### src/rtl/vexec_pkg.sv
// vexec_pkg -- shared types and helpers for the vector execute stage.
//   vexec_op_e      : 4-bit opcode encoding (10..15 are unsupported)
//   vexec_state_e   : execute-stage sequencing states (IDLE, MUL)
//   DEFAULT_REG_SIZE: default lane width
//   shamt_width()   : number of low operand bits used as a shift amount
package vexec_pkg;

    localparam int DEFAULT_REG_SIZE = 32;

    typedef enum logic [3:0] {
        OP_ADD  = 4'd0,
        OP_SUB  = 4'd1,
        OP_AND  = 4'd2,
        OP_OR   = 4'd3,
        OP_XOR  = 4'd4,
        OP_SLL  = 4'd5,
        OP_SRL  = 4'd6,
        OP_SRA  = 4'd7,
        OP_MUL  = 4'd8,
        OP_MOVA = 4'd9
    } vexec_op_e;

    typedef enum logic {
        IDLE = 1'b0,
        MUL  = 1'b1
    } vexec_state_e;

    function automatic int shamt_width(input int reg_size);
        return (reg_size > 1) ? $clog2(reg_size) : 1;
    endfunction

endpackage

### src/rtl/vexec_lane_alu.sv
// vexec_lane_alu -- combinational single-lane ALU.
//   op : opcode (vexec_op_e encoding)
//   a,b: lane operands
//   y  : lane result; zero for MUL and for unsupported opcodes (MUL is
//        handled by the shared multiplier in the top level)
module vexec_lane_alu
    import vexec_pkg::*;
#(
    parameter int REG_SIZE = DEFAULT_REG_SIZE
) (
    input  logic [3:0]          op,
    input  logic [REG_SIZE-1:0] a,
    input  logic [REG_SIZE-1:0] b,
    output logic [REG_SIZE-1:0] y
);

    localparam int SHW = shamt_width(REG_SIZE);

    // Only the low bits of b select the shift distance; upper bits ignored.
    logic [SHW-1:0] shamt;
    assign shamt = b[SHW-1:0];

    always_comb begin
        y = '0;
        case (op)
            OP_ADD:  y = a + b;
            OP_SUB:  y = a - b;
            OP_AND:  y = a & b;
            OP_OR:   y = a | b;
            OP_XOR:  y = a ^ b;
            OP_SLL:  y = a << shamt;
            OP_SRL:  y = a >> shamt;
            OP_SRA:  y = $unsigned($signed(a) >>> shamt);
            OP_MOVA: y = a;
            default: y = '0;
        endcase
    end

endmodule

### src/rtl/vect_exec_stage.sv
// vect_exec_stage -- vector execute stage of the SIMD pipeline.
//   clk, reset        : clock, asynchronous active-high reset
//   in_valid/in_ready : operation handshake (in_ready low while a MUL runs)
//   op, ctrl_in       : opcode and pass-through control word
//   vect_a, vect_b    : operand vectors (VECT_SIZE lanes of REG_SIZE bits)
//   flush             : synchronous abort; wins over in_valid
//   out_valid         : one-cycle completion pulse
//   result, ctrl_out  : registered result vector and its control word
//   illegal_op        : qualifies out_valid; opcode was unsupported
// Build option: define VEXEC_MUL_EN to include the lane-serial multiplier.
// Without it opcode 8 completes as an illegal op and in_ready is constant 1.
module vect_exec_stage
    import vexec_pkg::*;
#(
    parameter int WIDTH     = 8,
    parameter int REG_SIZE  = DEFAULT_REG_SIZE,
    parameter int VECT_SIZE = 4
) (
    input  logic                               clk,
    input  logic                               reset,
    input  logic                               in_valid,
    output logic                               in_ready,
    input  logic [3:0]                         op,
    input  logic [WIDTH-1:0]                   ctrl_in,
    input  logic [VECT_SIZE-1:0][REG_SIZE-1:0] vect_a,
    input  logic [VECT_SIZE-1:0][REG_SIZE-1:0] vect_b,
    input  logic                               flush,
    output logic                               out_valid,
    output logic [VECT_SIZE-1:0][REG_SIZE-1:0] result,
    output logic [WIDTH-1:0]                   ctrl_out,
    output logic                               illegal_op
);

`ifdef VEXEC_MUL_EN
    localparam bit MUL_EN = 1'b1;
`else
    localparam bit MUL_EN = 1'b0;
`endif

    logic [VECT_SIZE-1:0][REG_SIZE-1:0] alu_y;
    logic                               op_illegal;
    logic                               busy;
    logic                               accept;

    genvar gi;
    generate
        for (gi = 0; gi < VECT_SIZE; gi++) begin : g_lane
            vexec_lane_alu #(
                .REG_SIZE(REG_SIZE)
            ) u_alu (
                .op(op),
                .a (vect_a[gi]),
                .b (vect_b[gi]),
                .y (alu_y[gi])
            );
        end
    endgenerate

    assign op_illegal = (op > 4'd9) || ((op == OP_MUL) && !MUL_EN);
    assign in_ready   = !busy;
    assign accept     = in_valid && in_ready && !flush;

`ifdef VEXEC_MUL_EN
    localparam int IDX_W = (VECT_SIZE > 1) ? $clog2(VECT_SIZE) : 1;
    localparam logic [IDX_W-1:0] LAST_IDX = IDX_W'(VECT_SIZE - 1);

    vexec_state_e                       state_reg;
    logic [IDX_W-1:0]                   idx_reg;
    logic [VECT_SIZE-1:0][REG_SIZE-1:0] a_reg;
    logic [VECT_SIZE-1:0][REG_SIZE-1:0] b_reg;
    logic [VECT_SIZE-1:0][REG_SIZE-1:0] mul_acc_reg;
    logic [VECT_SIZE-1:0][REG_SIZE-1:0] mul_final;
    logic [WIDTH-1:0]                   ctrl_reg;
    logic [REG_SIZE-1:0]                mul_prod;

    // One shared multiplier; only the low REG_SIZE bits are kept.
    assign mul_prod = a_reg[idx_reg] * b_reg[idx_reg];

    // Accumulated lanes with the lane being finished this cycle merged in,
    // so the last lane can be published on the same edge it is computed.
    always_comb begin
        mul_final          = mul_acc_reg;
        mul_final[idx_reg] = mul_prod;
    end

    assign busy = (state_reg == MUL);
`else
    assign busy = 1'b0;
`endif

    always_ff @(posedge clk or posedge reset) begin
        if (reset) begin
            out_valid   <= 1'b0;
            illegal_op  <= 1'b0;
            result      <= '0;
            ctrl_out    <= '0;
`ifdef VEXEC_MUL_EN
            state_reg   <= IDLE;
            idx_reg     <= '0;
            a_reg       <= '0;
            b_reg       <= '0;
            mul_acc_reg <= '0;
            ctrl_reg    <= '0;
`endif
        end else begin
            // Completion flags are pulses; result/ctrl_out hold otherwise.
            out_valid  <= 1'b0;
            illegal_op <= 1'b0;
            if (flush) begin
`ifdef VEXEC_MUL_EN
                // Drop any partially built MUL result.
                state_reg <= IDLE;
                idx_reg   <= '0;
`endif
            end else begin
`ifdef VEXEC_MUL_EN
                if (state_reg == MUL) begin
                    mul_acc_reg[idx_reg] <= mul_prod;
                    if (idx_reg == LAST_IDX) begin
                        result    <= mul_final;
                        ctrl_out  <= ctrl_reg;
                        out_valid <= 1'b1;
                        state_reg <= IDLE;
                        idx_reg   <= '0;
                    end else begin
                        idx_reg <= idx_reg + 1'b1;
                    end
                end else if (accept && (op == OP_MUL)) begin
                    a_reg     <= vect_a;
                    b_reg     <= vect_b;
                    ctrl_reg  <= ctrl_in;
                    idx_reg   <= '0;
                    state_reg <= MUL;
                end else
`endif
                if (accept) begin
                    result     <= alu_y;
                    ctrl_out   <= ctrl_in;
                    out_valid  <= 1'b1;
                    illegal_op <= op_illegal;
                end
            end
        end
    end

endmodule

### config.mk
export PLATFORM = sky130hd
export DESIGN_NAME = vect_exec_stage
export DESIGN_NICKNAME = d
export VERILOG_FILES = /design/src/rtl/vexec_pkg.sv /design/src/rtl/vexec_lane_alu.sv /design/src/rtl/vect_exec_stage.sv
export SDC_FILE = /design/constraint.sdc
export NUM_CORES = 2
export LEC_CHECK = 0
export CAP_MARGIN = 20
export CORE_UTILIZATION = 38
export CTS_CLUSTER_DIAMETER = 60
export DETAILED_ROUTE_END_ITERATION = 6
export SLEW_MARGIN = 5
export SYNTH_ARGS = -nofsm -noshare
export SYNTH_HDL_FRONTEND = slang
export SYNTH_SLANG_ARGS = --single-unit
### constraint.sdc
create_clock -name clk -period 5.85 [get_ports clk]
set_input_delay 1.17 -clock clk [delete_from_list [all_inputs] [get_ports clk]]
set_output_delay 1.17 -clock clk [all_outputs]
set_load 0.02 [all_outputs]
==> impl_metrics.tcl <==
set metrics [dict create \
    die_area_um2 95100 \
    synthSimpleGateAreaFrac_pct 16.9 \
    drv_cap 0 \
    worstSkewPairLatency_ns 0.53 \
    synth_area_um2 35700 \
    synth_seq_cells 138 \
    io_buffer_count 409 \
    hold_viol_final 0 \
    ios 411 \
    first_pass_iters 7 \
    clock-sinks 138 \
    cts_tree "built" \
    cts_resized 0 \
    drive_gt1_share_pct 11.5 \
    avgSynthCellArea_um2 7.50 \
    grt_pass1_wl_um 253000 \
    power.total_uw 6630 \
    synth_xor_area_share_pct 5.06 \
    max_slew_margin_pct 37.4 \
    rsz0062_at_grt "no" \
    yosys.cell_types.count 82 \
    yosysSeqAreaShare_pct 9.68 \
    root_buffer "clkbuf_16" \
    gp_congestion 1.00 \
    p_seq_share_pct 18.3 \
    track_usage_pct 35.3 \
    die_w_um 308 \
    clk_pin_slew_worst_paths_ns 0.07 \
    holdCritStartpoint "ctrl_out[3]" \
    fillers 9422 \
    synth.area.mux_share_pct 17.9 \
    fin_skew_ns 0 \
    combPwrFrac_pct 60.6 \
    syn_inst 4756 \
    vias 41000 \
    holdPathStages 2 \
    syn_nets 5420 \
    synth_warnings 0 \
    final_cell_mix "nor2_1, o21ai_0, nand2_1" \
    leakage_uw 0.0178 \
    cts_buffers 17 \
    tns_ns 0 \
    setup_viol 0 \
    hold_end "ctrl_out[3]" \
    wire_per_inst_um 27.4 \
    yosys_most_used_dff "dfrtp_1" \
    place_hpwl_um 128000 \
    grt_pass1_vias 37600 \
    maxSlewViolCount 0 \
    antenna_found_initial 9 \
    sw_frac_of_total_pct 47.0 \
    r2r_slack_ns 3.82 \
    synth_top_family_by_area "compound AO/OA/AOI/OAI gates" \
    synth_edf_count 0 \
    r2r_start "result[83]" \
    hold_path_class "reg -> reg" \
    cp.required_ns 6.27 \
    end_kind "flop" \
    via_per_inst 6.52 \
    crit_fanout 21 \
    timing.final.crit_period_ns 5.34 \
    wl_um 173000 \
    fin_crit_sh_pct 91.3 \
    h-tree-depth 4 \
    drt_drc_violations_left 4 \
    gr-total-overflow 0 \
    grt_max_degree 77 \
    core_um2 92400 \
    fmax_mhz 187 \
    ant_nets 0 \
    violations "DRC" \
    intPower_uw 3520 \
    layout.nets 5697 \
    reg2reg_to "result[83]" \
    irDropWorstVdd_v 0.000286 \
    p_clk_share_pct 21.1 \
    synth_compound_area_share_pct 29.3 \
    async_reset_ff_share_pct 100 \
    post_cts_buffers 0 \
    startpoint_type "input pin" \
    tightest_slew_ns 0.916 \
    critical_path_class "in -> reg" \
    worstPathArrival_ns 5.76 \
    final_common_cell "nor2_1" \
    worst_r2r_path_depth 6 \
    start_util_pct 38.6 \
    power_density_nw_per_um2 157 \
    outcome "complete, but fails checks" \
    drt_iter0_markers 5270 \
    dieHeight_um 308 \
    hold_buffers 0 \
    clk_path_buf_depth 2 \
    area_delta_synth_final_pct 18.7 \
    yosys.area_share.adder_pct 13.8 \
    p_sw_uw 3120 \
    rows 111 \
]
-- worst max path at each step --
stage	startpoint	endpoint	slack (ns)
2_1_floorplan	vect_b[97]	result[123]	0.37
4_1_cts	op[3]	result[93]	0.71
3_3_place_gp	vect_b[37]	result[61]	0.17
6_report	op[3]	result[93]	0.51
3_5_place_dp	op[3]	result[31]	0.14
5_1_grt	vect_b[70]	result[93]	0.28
-- layout make-up --
class / count / area [um2] / share of cell area, %
clock inverter: 13 / 215 / 0.509
antenna: 1 / 2.50 / 0.00591
sequential: 138 / 3450 / 8.16
tap: 1243 / 1560 / 3.68
inverter: 300 / 1140 / 2.69
clock buffer: 19 / 433 / 1.02
timing repair buffer: 630 / 5810 / 13.7
multi-input combinational: 3946 / 29700 / 70.2
-- critical path, stage by stage --
cell and delay (ns):
clkdlybuf4s50_1 0.53, buf_4 0.23, nor3_2 0.30, buf_12 0.23, a41oi_1 0.08, xnor2_1 0.17, ha_1 0.33, o21a_1 0.18
o2111ai_1 0.14, nand2_1 0.09, o2111ai_1 0.20, o21ai_0 0.47, a2111oi_0 0.21, buf_4 0.18, nor3_1 0.58, a2111oi_0 0.25
a311o_1 0.36
-- metal layers --
layer  track usage [%]  part of all wire, %
met2              52.7                   43
met5                 0                0.036
met4              14.4                  4.3
met1              49.2                   42
met3              7.37                   11
-- synthesized netlist by cell type, types with 78 or more instances --
cell type | n | share of area, %
inv_1 | 289 | 3.0
nor2_1 | 597 | 6.3
nor3_1 | 78 | 1.1
mux2i_1 | 131 | 3.7
a221oi_1 | 82 | 2.0
a21oi_1 | 373 | 5.2
ha_1 | 388 | 14
dfrtp_1 | 138 | 9.7
mux4_2 | 203 | 13
clkbuf_1 | 263 | 2.8
nand3_1 | 97 | 1.4
xnor2_1 | 180 | 4.4
o21ai_0 | 399 | 5.6
nand2_1 | 393 | 4.1
-- per-stage QoR --
stage          instance area [um2]  worst slack, ns  std cells  hold slack, ns  util [%]
6_report                     42300            0.510       6290           0.478      45.8
5_1_grt                      42300            0.281       6290           0.496      45.8
4_1_cts                      42300            0.709       6288           0.482      45.8
3_5_place_dp                 41600            0.144       6256           0.466      45.1
3_3_place_gp                 41600            0.170       6256           0.457      45.1
2_1_floorplan                35700            0.374       4756           0.589         -
-- power groups by stage --
| stage | logic (uW) | registers (uW) | clock network [uW] |
|---|---|---|---|
| after floorplan | 2210 | 1350 | 0 |
| after global placement | 3910 | 1230 | 0 |
| after detailed placement | 3920 | 1230 | 0 |
| after CTS | 3940 | 1210 | 1430 |
| after global routing | 4300 | 1230 | 1440 |
| final | 4020 | 1210 | 1400 |
-- registers in the layout, indices dropped and copies added (netlist names) --
signal	cells
illegal_op	1
ctrl_out	8
out_valid	1
result	128
-- kinds of logic (layout without fill, tap and decap cells) --
group	Yosys count	in the layout
xor+xnor	206	206
flops	138	138
buf+inv	672	962
simple gates	1384	1384
mux	378	378
other cells	1	2
fa+ha+maj	392	392
compound gates	1585	1585
(Power assumes the default switching activity.)
